<file path="config.mk">
export PLATFORM = sky130hd
export DESIGN_NAME = ecc_decoder_flat
export DESIGN_NICKNAME = d
export VERILOG_FILES = /design/src/rtl/ecc_decoder_if.sv /design/src/rtl/ecc_decoder.sv /design/src/flat_wrapper.sv
export SDC_FILE = /design/constraint.sdc
export NUM_CORES = 1
export LEC_CHECK = 0
export ABC_AREA = 1
export CORE_MARGIN = 3
export CORE_UTILIZATION = 38
export DETAILED_ROUTE_END_ITERATION = 7
export GPL_ROUTABILITY_DRIVEN = 1
export PLACE_DENSITY_LB_ADDON = 0.08
export SYNTH_ARGS = -nofsm -noshare
export SYNTH_HDL_FRONTEND = slang
export SYNTH_SLANG_ARGS = --single-unit
</file>
<file path="constraint.sdc">
create_clock -name sys_clk -period 4.6 [get_ports sys_clk]
set_input_delay 0.69 -clock sys_clk [delete_from_list [all_inputs] [get_ports sys_clk]]
set_output_delay 0.69 -clock sys_clk [all_outputs]
set_load 0.01 [all_outputs]
</file>
<file path="src/rtl/ecc_decoder_if.sv">
// Read-return bus for ecc_decoder: codeword ready/valid in, decoded word ready/valid out.
// The master side is the codeword source and the downstream sink.
interface ecc_decoder_if #(
    parameter int unsigned DATA_W = 64
);
    logic              in_valid;
    logic              in_ready;
    logic [DATA_W+7:0] in_data;
    logic              out_valid;
    logic              out_ready;
    logic [DATA_W-1:0] out_data;
    logic              out_par_err;
    logic              out_fmt_err;

    modport master (
        output in_valid, in_data, out_ready,
        input  in_ready, out_valid, out_data, out_par_err, out_fmt_err
    );

    modport slave (
        input  in_valid, in_data, out_ready,
        output in_ready, out_valid, out_data, out_par_err, out_fmt_err
    );
endinterface

</file>
<file path="src/rtl/ecc_decoder.sv">
// ECC receive checker: two-stage ready/valid pipeline flagging parity and reserved-bit errors.
// Define ECC_ERR_COUNT_EN to add the saturating error-word counter on err_count.
module ecc_decoder #(
    parameter int unsigned DATA_W = 64,
    parameter int unsigned CNT_W  = 16
) (
    input  logic             sys_clk,
    input  logic             sys_rst,
    ecc_decoder_if.slave     bus,
    input  logic             err_clear,
    output logic             err_sticky,
    output logic [CNT_W-1:0] err_count
);
    localparam int unsigned CW_W = DATA_W + 8;

    logic              s1_valid_q;
    logic [CW_W-1:0]   s1_word_q;
    logic              s2_valid_q;
    logic [DATA_W-1:0] s2_data_q;
    logic              s2_par_q;
    logic              s2_fmt_q;
    logic              err_sticky_q;
    logic              s1_adv;
    logic              s2_adv;
    logic              s1_par;
    logic              s1_fmt;
    logic              err_event;

    // Ready ripples combinationally from out_ready so a streaming pipe never bubbles.
    always_comb begin
        s2_adv    = !s2_valid_q || bus.out_ready;
        s1_adv    = !s1_valid_q || s2_adv;
        s1_par    = (^s1_word_q[DATA_W-1:0]) ^ s1_word_q[DATA_W];
        s1_fmt    = |s1_word_q[CW_W-1:DATA_W+1];
        err_event = s2_valid_q && bus.out_ready && (s2_par_q || s2_fmt_q);
    end

    assign bus.in_ready    = s1_adv;
    assign bus.out_valid   = s2_valid_q;
    assign bus.out_data    = s2_data_q;
    assign bus.out_par_err = s2_par_q;
    assign bus.out_fmt_err = s2_fmt_q;
    assign err_sticky      = err_sticky_q;

    always_ff @(posedge sys_clk or posedge sys_rst) begin
        if (sys_rst) begin
            s1_valid_q <= 1'b0;
            s1_word_q  <= '0;
        end else if (s1_adv) begin
            s1_valid_q <= bus.in_valid;
            if (bus.in_valid) begin
                s1_word_q <= bus.in_data;
            end
        end
    end

    always_ff @(posedge sys_clk or posedge sys_rst) begin
        if (sys_rst) begin
            s2_valid_q <= 1'b0;
            s2_data_q  <= '0;
            s2_par_q   <= 1'b0;
            s2_fmt_q   <= 1'b0;
        end else if (s2_adv) begin
            s2_valid_q <= s1_valid_q;
            if (s1_valid_q) begin
                s2_data_q <= s1_word_q[DATA_W-1:0];
                s2_par_q  <= s1_par;
                s2_fmt_q  <= s1_fmt;
            end
        end
    end

    // Clear beats a coincident error event; that event is simply not recorded.
    always_ff @(posedge sys_clk or posedge sys_rst) begin
        if (sys_rst) begin
            err_sticky_q <= 1'b0;
        end else if (err_clear) begin
            err_sticky_q <= 1'b0;
        end else if (err_event) begin
            err_sticky_q <= 1'b1;
        end
    end

`ifdef ECC_ERR_COUNT_EN
    logic [CNT_W-1:0] err_count_q;

    always_ff @(posedge sys_clk or posedge sys_rst) begin
        if (sys_rst) begin
            err_count_q <= '0;
        end else if (err_clear) begin
            err_count_q <= '0;
        end else if (err_event && (err_count_q != {CNT_W{1'b1}})) begin
            err_count_q <= err_count_q + CNT_W'(1);
        end
    end

    assign err_count = err_count_q;
`else
    assign err_count = '0;
`endif
endmodule

</file>
<file path="src/flat_wrapper.sv">
// flat-port wrapper written by rule: the top's interface ports become plain ports
module ecc_decoder_flat 
#(
    parameter int unsigned DATA_W = 64,
    parameter int unsigned CNT_W  = 16
)
  (sys_clk, sys_rst, err_clear, err_sticky, err_count, bus_in_valid, bus_in_data, bus_out_ready, bus_in_ready, bus_out_valid, bus_out_data, bus_out_par_err, bus_out_fmt_err);
  ecc_decoder_if #(.DATA_W(DATA_W)) bus_i ();
  input  logic sys_clk;
  input  logic sys_rst;
  input  logic err_clear;
  output logic err_sticky;
  output logic [CNT_W-1:0] err_count;
  input wire logic [$bits(bus_i.in_valid)-1:0] bus_in_valid;
  input wire logic [$bits(bus_i.in_data)-1:0] bus_in_data;
  input wire logic [$bits(bus_i.out_ready)-1:0] bus_out_ready;
  output wire logic [$bits(bus_i.in_ready)-1:0] bus_in_ready;
  output wire logic [$bits(bus_i.out_valid)-1:0] bus_out_valid;
  output wire logic [$bits(bus_i.out_data)-1:0] bus_out_data;
  output wire logic [$bits(bus_i.out_par_err)-1:0] bus_out_par_err;
  output wire logic [$bits(bus_i.out_fmt_err)-1:0] bus_out_fmt_err;
  assign bus_i.in_valid = bus_in_valid;
  assign bus_i.in_data = bus_in_data;
  assign bus_i.out_ready = bus_out_ready;
  assign bus_in_ready = bus_i.in_ready;
  assign bus_out_valid = bus_i.out_valid;
  assign bus_out_data = bus_i.out_data;
  assign bus_out_par_err = bus_i.out_par_err;
  assign bus_out_fmt_err = bus_i.out_fmt_err;
  ecc_decoder #(.DATA_W(DATA_W), .CNT_W(CNT_W)) u_core (.sys_clk(sys_clk), .sys_rst(sys_rst), .bus(bus_i), .err_clear(err_clear), .err_sticky(err_sticky), .err_count(err_count));
endmodule
</file>
==> metrics.md <==
| Metric | Value |
|---|---|
| Net count, final | 1016 |
| Result of the run | complete, no violations |
| Mean Syn Cell Area | 8.211 um^2 |
| Startpoint Class | input port |
| GPL Wtd Cong | 0.7161 |
| Total DRC errors in the routed layout | 0 |
| Post-synth design cell area | 6544 um^2 |
| Largest net degree at the start of global routing | 107 |
| Most common library cell in the layout ignoring fill and taps | nand2_1 |
| Critical path peak fanout | 3 |
| Vias per Instance | 4.444 |
| Slew headroom | 0.3211 |
| Area growth, synth to finish | 35.26% |
| First-pass iteration count of the detailed router | 6 |
| Max Transition Viols Final | 0 |
| Routed wire length | 14670 um |
| Sequential-to-total area share from yosys stat | 0.5392 |
| Routed wire length per instance | 12.52 um |
| Wire length of the first global-routing pass | 24080 um |
| RSZ-0062 raised after global routing | false |
| Unique masters post-synth | 22 |
| Post-route minimum period | 2.756 ns |
| Leading post-synthesis cells by cell area | dfrtp_1 54%, nand2_1 20%, mux2_2 5.3%, inv_1 3.4%, a21oi_1 3.2% |
| Share of cells above drive strength 1 | 0.07256 |
| Via count of the first global-routing pass | 5094 |
| Number of non-filler instances in the completed layout | 1171 |
| Peak supply drop | 0.2676 mV |
| Fmax achieved | 362.9 MHz |
| Post-Synthesis Cells | 797 |
| TritonCTS sink count | 141 |
| Number of setup violations in the final report | 0 |
| Worst-Skew Late Latency | 0.42 ns |
| Number of hold buffers added after CTS | 0 |
| Worst hold path class | reg -> reg |
| Warnings from Yosys | 0 |
| Clock slew seen by the registers of the worst setup and hold paths | 0.06 ns |
| Post-synthesis register bit count | 141 |
| Wire length on met2 | 6653 um |
| Ports | 162 |
| Initial detailed-routing violation count | 197 |
| Critical path capture point type | output pin |
| Clock tree skew after final layout | 0.006952 ns |
| Met3 wirelength from detailed routing | 947 um |
| Final HPWL from detailed placement | 10100 um |
| Static leakage | 4.411 nW |
| Number of antenna violations at the first check in global routing | 0 |
| Clock H-tree levels | 4 |
| Number of cells in the design after placement | 1140 |
| Hold Path Stages | 2 |
| Worst Reg-to-Reg Cells | 5 |
| Commonest cells after routing, fill and taps aside | 348 x nand2_1, 145 x clkdlybuf4s50_1, 141 x dfrtp_1 |
| Clock tree from TritonCTS | done |
| Overall Global Routing Usage | 0.1638 |
| Transition time at the pin with the least slew margin | 1.018 ns |
| Count of instances resized after the clock tree is built | 0 |
| Startpoint-to-endpoint class of the critical path | in -> out |
| Max-cap viol count | 0 |
| Number of inserted diodes | 0 |
| Worst slack at placement | 1.696 ns |
| Post-synth top area share | 0.5392 |
| Port Buffers | 145 |
| Initial core utilization | 0.3918 |
| Maximum count of clock buffers along a single path | 2 |
| Area of the die | 18830 um^2 |
| Crit path DAT | 2.07 ns |
| GRT Residual Overflow | 0 |
| Number of routed nets with antenna violations | 0 |
| Setup fix buffers added after clock tree synthesis | 0 |
| Number of hold violations in the final report | 0 |
| Number of buffers created by CTS | 17 |
| Floorplan Core Area | 16700 um^2 |
| CTS Root Cell | clkbuf_16 |
| Sum of negative setup slack | 0 ns |
| Highest metal layer used by the detailed router | met4 |
| Area leader, netlist | dfrtp_1 |
| Power density over cell area | 540.0 nW/um^2 |
| Req. time, crit path | 3.91 ns |
| Die width | 137.2 um |
| Final hold slack | 0.4759 ns |
| Part of the cycle the worst path needs | 0.5991 |
| Final Worst Setup Slack | 1.844 ns |
| Via count | 5204 |
| Standard-cell rows | 47 |
| Metal-1 WL | 6873 um |
| DIE HEIGHT | 137.2 um |
per-layer routing:
layer	track usage	up-vias
met3	0.05661	16
met2	0.2537	110
met1	0.2154	2352
li1	-	2726
met4	0.05488	0
met5	0	-
state kept, by name, indices dropped and copies added (netlist names):
| register | flops |
|---|---|
| u_core.bus.out_valid | 1 |
| u_core.bus.out_data | 64 |
| u_core.s1_valid_q | 1 |
| u_core.err_sticky | 1 |
| u_core.bus.out_fmt_err | 1 |
| u_core.s1_word_q | 72 |
| u_core.bus.out_par_err | 1 |
final cells by class:
type / count / area [um^2]
fillers: 1580 / 7850
flip-flops and latches: 141 / 3528
multi-input cells: 569 / 2629
repair buffers: 149 / 1481
clock buffers: 21 / 470.5
well taps: 220 / 275.3
inverters: 61 / 234.0
clock inverters: 10 / 232.7
metrics by stage:
| stage | power (mW) | util | cell area, um^2 |
|---|---|---|---|
| 6_report | 4.780 | 0.5300 | 8851 |
| 5_1_grt | 5.114 | 0.5300 | 8851 |
| 4_1_cts | 4.850 | 0.5300 | 8851 |
| 3_5_place_dp | 3.186 | 0.4879 | 8148 |
| 3_3_place_gp | 3.169 | 0.4879 | 8148 |
| 2_1_floorplan | 2.543 | - | 6600 |
worst paths after layout:
path | slack [ns] | to | from
setup / recovery | 1.84 | bus_in_ready | bus_out_ready
hold reg to reg | 0.48 | u_core.bus.out_data[21] | u_core.bus.out_data[21]
min in group asynchronous | 0.84 | u_core.s1_word_q[59] | sys_rst
setup reg to reg | 2.49 | u_core.s1_word_q[38] | u_core.bus.out_valid
hold / removal | 0.48 | u_core.bus.out_data[21] | u_core.bus.out_data[21]
max in group asynchronous | 2.87 | u_core.bus.out_valid | sys_rst
synth_stat cells (all sizes together):
cell type / n
nand2: 351
dfrtp: 141
inv: 60
nor2: 48
a21oi: 42
o21ai: 40
buf: 31
mux2: 31
nand3: 14
xnor2: 12
clkbuf: 10
xor2: 10
a31oi: 1
clkinv: 1
conb: 1
nand4: 1
nor3: 1
nor4: 1
o211ai: 1
logic make-up (layout without fill, tap and decap cells):
| group | Yosys count | count (layout) | share of synthesized area |
|---|---|---|---|
| buffers and inverters | 102 | 241 | 0.06998 |
| muxes | 31 | 31 | 0.05335 |
| and+or+nand+nor | 416 | 416 | 0.2426 |
| AOI/OAI and AO/OA | 84 | 84 | 0.06482 |
| xor gates and xnor gates | 22 | 22 | 0.02944 |
| other | 1 | 16 | 0.0005731 |
| DFF | 141 | 141 | 0.5392 |
critical path, cell delays in order:
cell and delay [ns]:
clkdlybuf4s50_1 0.52, inv_1 0.07, nand3_1 0.17, clkdlybuf4s50_1 0.62
report_power, final:
group          internal, mW  total (mW)  switching (mW)
clock network          1.11        1.63           0.519
logic                 0.693        1.43           0.734
registers              1.53        1.72           0.193
total                  3.33        4.78            1.45
(Power assumes the default switching activity.)
